File: config.mk
export PLATFORM = sky130hd
export DESIGN_NAME = serial_subtractor_flat
export DESIGN_NICKNAME = d
export VERILOG_FILES = /design/src/rtl/serial_subtractor_if.sv /design/src/rtl/serial_subtractor.sv /design/src/flat_wrapper.sv
export SDC_FILE = /design/constraint.sdc
export NUM_CORES = 1
export LEC_CHECK = 0
export BUFFER_PORTS_ARGS = -buffer_cell sky130_fd_sc_hd__buf_2
export CAP_MARGIN = 20
export CORE_MARGIN = 2
export CORE_UTILIZATION = 45
export DETAILED_ROUTE_END_ITERATION = 8
export GPL_TIMING_DRIVEN = 1
export PLACE_DENSITY = 0.72
export SLEW_MARGIN = 25
export SYNTH_ARGS = -nofsm -noshare
export SYNTH_HDL_FRONTEND = slang
export SYNTH_SLANG_ARGS = --single-unit
File: constraint.sdc
create_clock -name clk -period 3.9 [get_ports clk]
set_clock_uncertainty 0.1 [all_clocks]
set_input_delay 0.195 -clock clk [delete_from_list [all_inputs] [get_ports clk]]
set_output_delay 0.195 -clock clk [all_outputs]
set_load 0.03 [all_outputs]
File: src/rtl/serial_subtractor_if.sv
// rtl/serial_subtractor_if.sv - operand/result handshake bundle for serial_subtractor
interface serial_subtractor_if #(
  parameter int WIDTH = 8
);
  logic             start;
  logic [WIDTH-1:0] op_a;
  logic [WIDTH-1:0] op_b;
  logic             busy;
  logic             done;
  logic [WIDTH-1:0] diff;
  logic             borrow;
  logic             overflow;

  modport master (
    output start, op_a, op_b,
    input  busy, done, diff, borrow, overflow
  );

  modport slave (
    input  start, op_a, op_b,
    output busy, done, diff, borrow, overflow
  );
endinterface

File: src/rtl/serial_subtractor.sv
// rtl/serial_subtractor.sv - bit-serial two's-complement subtractor, one full-adder cell
module serial_subtractor #(
  parameter int WIDTH = 8
) (
  input  logic                clk,
  input  logic                rst_n,
  serial_subtractor_if.slave  bus
);
  localparam int CW = $clog2(WIDTH);

  typedef enum logic [1:0] {
    S_IDLE  = 2'd0,
    S_SHIFT = 2'd1,
    S_DONE  = 2'd2
  } state_t;

  state_t           state_q, state_d;
  logic [WIDTH-1:0] a_q, b_q, acc_q, diff_q;
  logic [CW-1:0]    cnt_q;
  logic             carry_q, sign_a_q, sign_b_q, borrow_q, overflow_q;

  logic             b_inv, sum_d, carry_d, last_bit, accept;
  logic [WIDTH-1:0] acc_d;

  // Full-adder cell on the current LSBs, subtracting by adding the inverted B bit
  always_comb begin
    b_inv    = ~b_q[0];
    sum_d    = a_q[0] ^ b_inv ^ carry_q;
    carry_d  = (a_q[0] & b_inv) | (a_q[0] & carry_q) | (b_inv & carry_q);
    acc_d    = {sum_d, acc_q[WIDTH-1:1]};
    last_bit = (cnt_q == CW'(WIDTH - 1));
    accept   = (state_q == S_IDLE) && bus.start;
  end

  // Next-state and status outputs; busy covers both SHIFT and DONE
  always_comb begin
    state_d  = state_q;
    bus.busy = 1'b0;
    bus.done = 1'b0;
    case (state_q)
      S_IDLE: begin
        if (bus.start) state_d = S_SHIFT;
      end
      S_SHIFT: begin
        bus.busy = 1'b1;
        if (last_bit) state_d = S_DONE;
      end
      S_DONE: begin
        bus.busy = 1'b1;
        bus.done = 1'b1;
        state_d  = S_IDLE;
      end
      default: state_d = S_IDLE;
    endcase
  end

  // State register
  always_ff @(posedge clk or negedge rst_n) begin
    if (!rst_n) state_q <= S_IDLE;
    else        state_q <= state_d;
  end

  // Operand capture, bit-serial shifting, and result publication on the final bit
  always_ff @(posedge clk or negedge rst_n) begin
    if (!rst_n) begin
      a_q        <= '0;
      b_q        <= '0;
      acc_q      <= '0;
      cnt_q      <= '0;
      carry_q    <= 1'b0;
      sign_a_q   <= 1'b0;
      sign_b_q   <= 1'b0;
      diff_q     <= '0;
      borrow_q   <= 1'b0;
      overflow_q <= 1'b0;
    end else if (accept) begin
      a_q      <= bus.op_a;
      b_q      <= bus.op_b;
      sign_a_q <= bus.op_a[WIDTH-1];
      sign_b_q <= bus.op_b[WIDTH-1];
      acc_q    <= '0;
      cnt_q    <= '0;
      carry_q  <= 1'b1;
    end else if (state_q == S_SHIFT) begin
      a_q     <= a_q >> 1;
      b_q     <= b_q >> 1;
      acc_q   <= acc_d;
      carry_q <= carry_d;
      cnt_q   <= cnt_q + CW'(1);
      // The final sum bit is the result sign, so the outputs land exactly as DONE begins
      if (last_bit) begin
        diff_q     <= acc_d;
        borrow_q   <= ~carry_d;
        overflow_q <= (sign_a_q ^ sign_b_q) & (sum_d ^ sign_a_q);
      end
    end
  end

  // Results are only ever driven from the published registers
  always_comb begin
    bus.diff     = diff_q;
    bus.borrow   = borrow_q;
    bus.overflow = overflow_q;
  end
endmodule
File: src/flat_wrapper.sv
// flat-port wrapper written by rule: the top's interface ports become plain ports
module serial_subtractor_flat 
#(
  parameter int WIDTH = 8
)
  (clk, rst_n, bus_start, bus_op_a, bus_op_b, bus_busy, bus_done, bus_diff, bus_borrow, bus_overflow);
  serial_subtractor_if #(.WIDTH(WIDTH)) bus_i ();
  input  logic clk;
  input  logic rst_n;
  input wire logic [$bits(bus_i.start)-1:0] bus_start;
  input wire logic [$bits(bus_i.op_a)-1:0] bus_op_a;
  input wire logic [$bits(bus_i.op_b)-1:0] bus_op_b;
  output wire logic [$bits(bus_i.busy)-1:0] bus_busy;
  output wire logic [$bits(bus_i.done)-1:0] bus_done;
  output wire logic [$bits(bus_i.diff)-1:0] bus_diff;
  output wire logic [$bits(bus_i.borrow)-1:0] bus_borrow;
  output wire logic [$bits(bus_i.overflow)-1:0] bus_overflow;
  assign bus_i.start = bus_start;
  assign bus_i.op_a = bus_op_a;
  assign bus_i.op_b = bus_op_b;
  assign bus_busy = bus_i.busy;
  assign bus_done = bus_i.done;
  assign bus_diff = bus_i.diff;
  assign bus_borrow = bus_i.borrow;
  assign bus_overflow = bus_i.overflow;
  serial_subtractor #(.WIDTH(WIDTH)) u_core (.clk(clk), .rst_n(rst_n), .bus(bus_i));
endmodule
==> flow_metrics.env <==
export IMPL_cts_tree="yes"
export IMPL_synthMuxAreaShare_pct=19.0
export IMPL_cp_top_family="adder cells"
export IMPL_grt_pass1_wl_mm=5.02
export IMPL_crit_fanout=17
export IMPL_r2r_start="u_core.state_q[1]$_DFFE_PN0P_"
export IMPL_vias_per_cell=4.99
export IMPL_fp_dieW_microns=68.5
export IMPL_track_usage_pct=14.9
export IMPL_yosys_top_cells_count="dfrtp_1 (41), mux2i_1 (22), nand2_1 (17)"
export IMPL_cp_depth=5
export IMPL_synth_edf_count=0
export IMPL_switching_share_pct=37.2
export IMPL_antenna_cells=0
export IMPL_finalPower_w=0.00164
export IMPL_p_leak_nw=1.06
export IMPL_arrival_ns=2.18
export IMPL_grt_start_max_net_pins=42
export IMPL_drt_total_wl_mm=3.03
export IMPL_reg2reg_depth=5
export IMPL_place_area_sq_mm=0.00201
export IMPL_period_minus_slack_ns=2.15
export IMPL_antenna_found_initial=0
export IMPL_port_buffers=30
export IMPL_setup_viol=0
export IMPL_power_frac_comb_pct=41.6
export IMPL_crit_buf_inv=2
export IMPL_synth_area_leaders="dfrtp_1 (55%), mux2i_1 (12%), mux2_2 (6.6%), ha_1 (4.7%), nand2_1 (3.4%)"
export IMPL_fin_crit_sh_pct=55.0
export IMPL_cpPeakStageDelay_ns=0.64
export IMPL_dieArea_sq_mm=0.00469
export IMPL_drc=0
export IMPL_coreArea_sq_mm=0.00400
export IMPL_rrSetupSlack_ns=1.75
export IMPL_fin_nets=212
export IMPL_cts_buffers=5
export IMPL_stdcell_area_sq_mm=0.00211
export IMPL_synth_most_common_cell="dfrtp_1"
export IMPL_crit_path_end="u_core.a_q[4]$_DFFE_PN0P_"
export IMPL_cts_resized=0
export IMPL_gp_congestion=0.727
export IMPL_syn_inst=154
export IMPL_grt_setup_unrepaired="no"
export IMPL_crit_chain="inv_1 > ha_1 > buf_4 > mux2i_1 > o21ai_0"
export IMPL_wl_per_cell_microns=12.9
export IMPL_hold_violations=0
export IMPL_finalSetupTns_ns=0
export IMPL_worstSetupPathType="reg -> reg"
export IMPL_synth_compound_area_share_pct=6.75
export IMPL_maxSlewHeadroom_pct=41.7
export IMPL_drv_cap=0
export IMPL_post_cts_setup_buffers=0
export IMPL_syn_avg_cell_area_sq_um=12.2
export IMPL_clockBufferDepth=2
export IMPL_start_kind="flop"
export IMPL_ant_nets=0
export IMPL_drive_gt1_share_pct=28.1
export IMPL_gr_total_overflow=0
export IMPL_finalMaxSlewViolations=0
export IMPL_drtIter0Drc=47
export IMPL_synth_ff_type="dfrtp_1"
export IMPL_syn2layout_area_growth_pct=12.6
export IMPL_p_int_w=0.00103
export IMPL_synthAdderAreaFrac_pct=5.74
export IMPL_crit_required_ns=3.93
export IMPL_ctsHoldBuffers=1
export IMPL_initial_utilization_pct=46.8
export IMPL_clk_root_buffer_cell="clkbuf_8"
export IMPL_ir_drop_mv=0.331
export IMPL_synth_seq_area_share_pct=54.8
export IMPL_clockPowerShare_pct=16.1
export IMPL_p_seq_share_pct=42.3
export IMPL_numClockSinks=41
export IMPL_r2r_end="u_core.a_q[4]$_DFFE_PN0P_"
export IMPL_htree_levels=2
export IMPL_dp_hpwl_mm=2.23
export IMPL_vias=1172
export IMPL_synth_nets=181
export IMPL_critPathLaunch="u_core.state_q[1]$_DFFE_PN0P_"
export IMPL_tightest_slew_ns=0.874
export IMPL_rows=23
export IMPL_synth_xor_area_share_pct=0.468
export IMPL_die_h_microns=68.5
export IMPL_synth_async_reset_ratio_pct=100
export IMPL_yosys_warnings=0
export IMPL_ys_seq_elements=41
export IMPL_synth_simple_area_share_pct=7.35
export IMPL_synth_top_family_by_area="multiplexers"
export IMPL_path_clk_slew_ns=0.07
export IMPL_grt_pass1_vias=1206
export IMPL_io_pins=31
export IMPL_fmax_mhz=466
export IMPL_syn_area_sq_mm=0.00187
export IMPL_power_switching_w=0.000611
export IMPL_synth_cell_types=25
export IMPL_crit_path_end_kind="flop"
export IMPL_power_density_mw_per_mm2=779
export IMPL_status="completed"
export IMPL_synth_top_area_cell="dfrtp_1"
export IMPL_first_pass_iters=4
export IMPL_clk_latency_ns=0.28
export IMPL_synth_top_area_share_pct=54.8
export IMPL_hp_class="in -> reg"
export IMPL_cp_slowest_cell="ha_1"
-- metrics by stage --
step | cells | setup slack (ns) | utilization, % | hold slack, ns
finish | 235 | 1.75 | 52.7 | 0.0187
global route | 235 | 1.64 | 52.7 | 0.0227
CTS | 235 | 1.72 | 52.7 | 0.00924
detailed placement | 227 | 1.72 | 50.3 | 0.264
global placement | 227 | 1.81 | 50.3 | 0.246
floorplan | 154 | 2.38 | - | -0.201
-- power by group through the flow --
stage / combinational (W) / sequential, W / clock (W)
after floorplan: 0.000563 / 0.000718 / 0
after global placement: 0.000654 / 0.000693 / 0
after detailed placement: 0.000694 / 0.000704 / 0
after CTS: 0.000697 / 0.000696 / 0.000277
after global routing: 0.000767 / 0.000715 / 0.000292
final: 0.000683 / 0.000696 / 0.000265
-- per-layer routing --
metal	GRT usage (%)	vias up	wire length, microns
li1	-	577	-
met1	15.8	556	1290
met2	26.9	33	1500
met3	5.36	6	194
met4	5.25	0	42
met5	0	-	0
-- cells in the final DEF, fill, tap and decap left out --
master         Yosys  final
dfrtp_1           41     41
buf_2              4     30
dlygate4sd3_1      0      1
nor2b_1            1      1
mux2i_1           22     22
clkbuf_1           0      1
clkbuf_8           0      6
o21ai_0            9      9
mux2_2            11     11
nor2_1            11     11
nand2_1           17     17
ha_1               7      7
o22ai_1            1      1
a22o_1             2      2
o21ai_1            8      8
inv_1              6      6
nand2b_1           1      1
fa_1               1      1
a211oi_2           1      1
a21oi_1            1      1
xnor2_1            1      1
buf_4              0      2
mux2_1             1      1
nand2_2            1      1
nor3b_1            1      1
and2_2             0      1
-- kinds of logic (layout without fill, tap and decap cells) --
logic type	Yosys count	count (layout)
flops	41	41
mux	34	34
simple gates	33	33
compound gates	22	22
buf+inv	15	46
fa+ha+maj	8	8
xor+xnor	1	1
-- worst reg2reg max path: stages, from the launching register on --
cell     delay [ns]
dfrtp_1        0.39
inv_1          0.13
ha_1           0.64
buf_4          0.39
mux2i_1        0.24
o21ai_0        0.11
-- how the worst min path moves through the flow --
stage | cells past startpoint | from | end
global route | 3 | bus_op_b[1] | u_core.b_q[1]$_DFFE_PN0P_
floorplan | 0 | rst_n | u_core.a_q[0]$_DFFE_PN0P_
CTS | 3 | bus_op_a[5] | u_core.a_q[5]$_DFFE_PN0P_
finish | 3 | bus_op_a[5] | u_core.a_q[5]$_DFFE_PN0P_
detailed placement | 1 | rst_n | u_core.a_q[4]$_DFFE_PN0P_
global placement | 1 | rst_n | u_core.a_q[3]$_DFFE_PN0P_
-- sequential cells by signal, indices dropped and copies added (netlist names) --
| name | count |
|---|---|
| u_core.a_q | 8 |
| u_core.acc_q | 7 |
| u_core.b_q | 8 |
| u_core.bus.borrow | 1 |
| u_core.bus.diff | 8 |
| u_core.bus.overflow | 1 |
| u_core.carry_q | 1 |
| u_core.cnt_q | 3 |
| u_core.sign_a_q | 1 |
| u_core.sign_b_q | 1 |
| u_core.state_q | 2 |
-- final cells by class --
type                       count  area [sq um]
multi-input combinational     98           737
timing repair buffer          33           175
clock buffer                   7          86.3
tap                           50          62.6
fill                         354          1890
sequential                    41          1030
inverter                       6          22.5
Power figures use the tool's default switching activity.
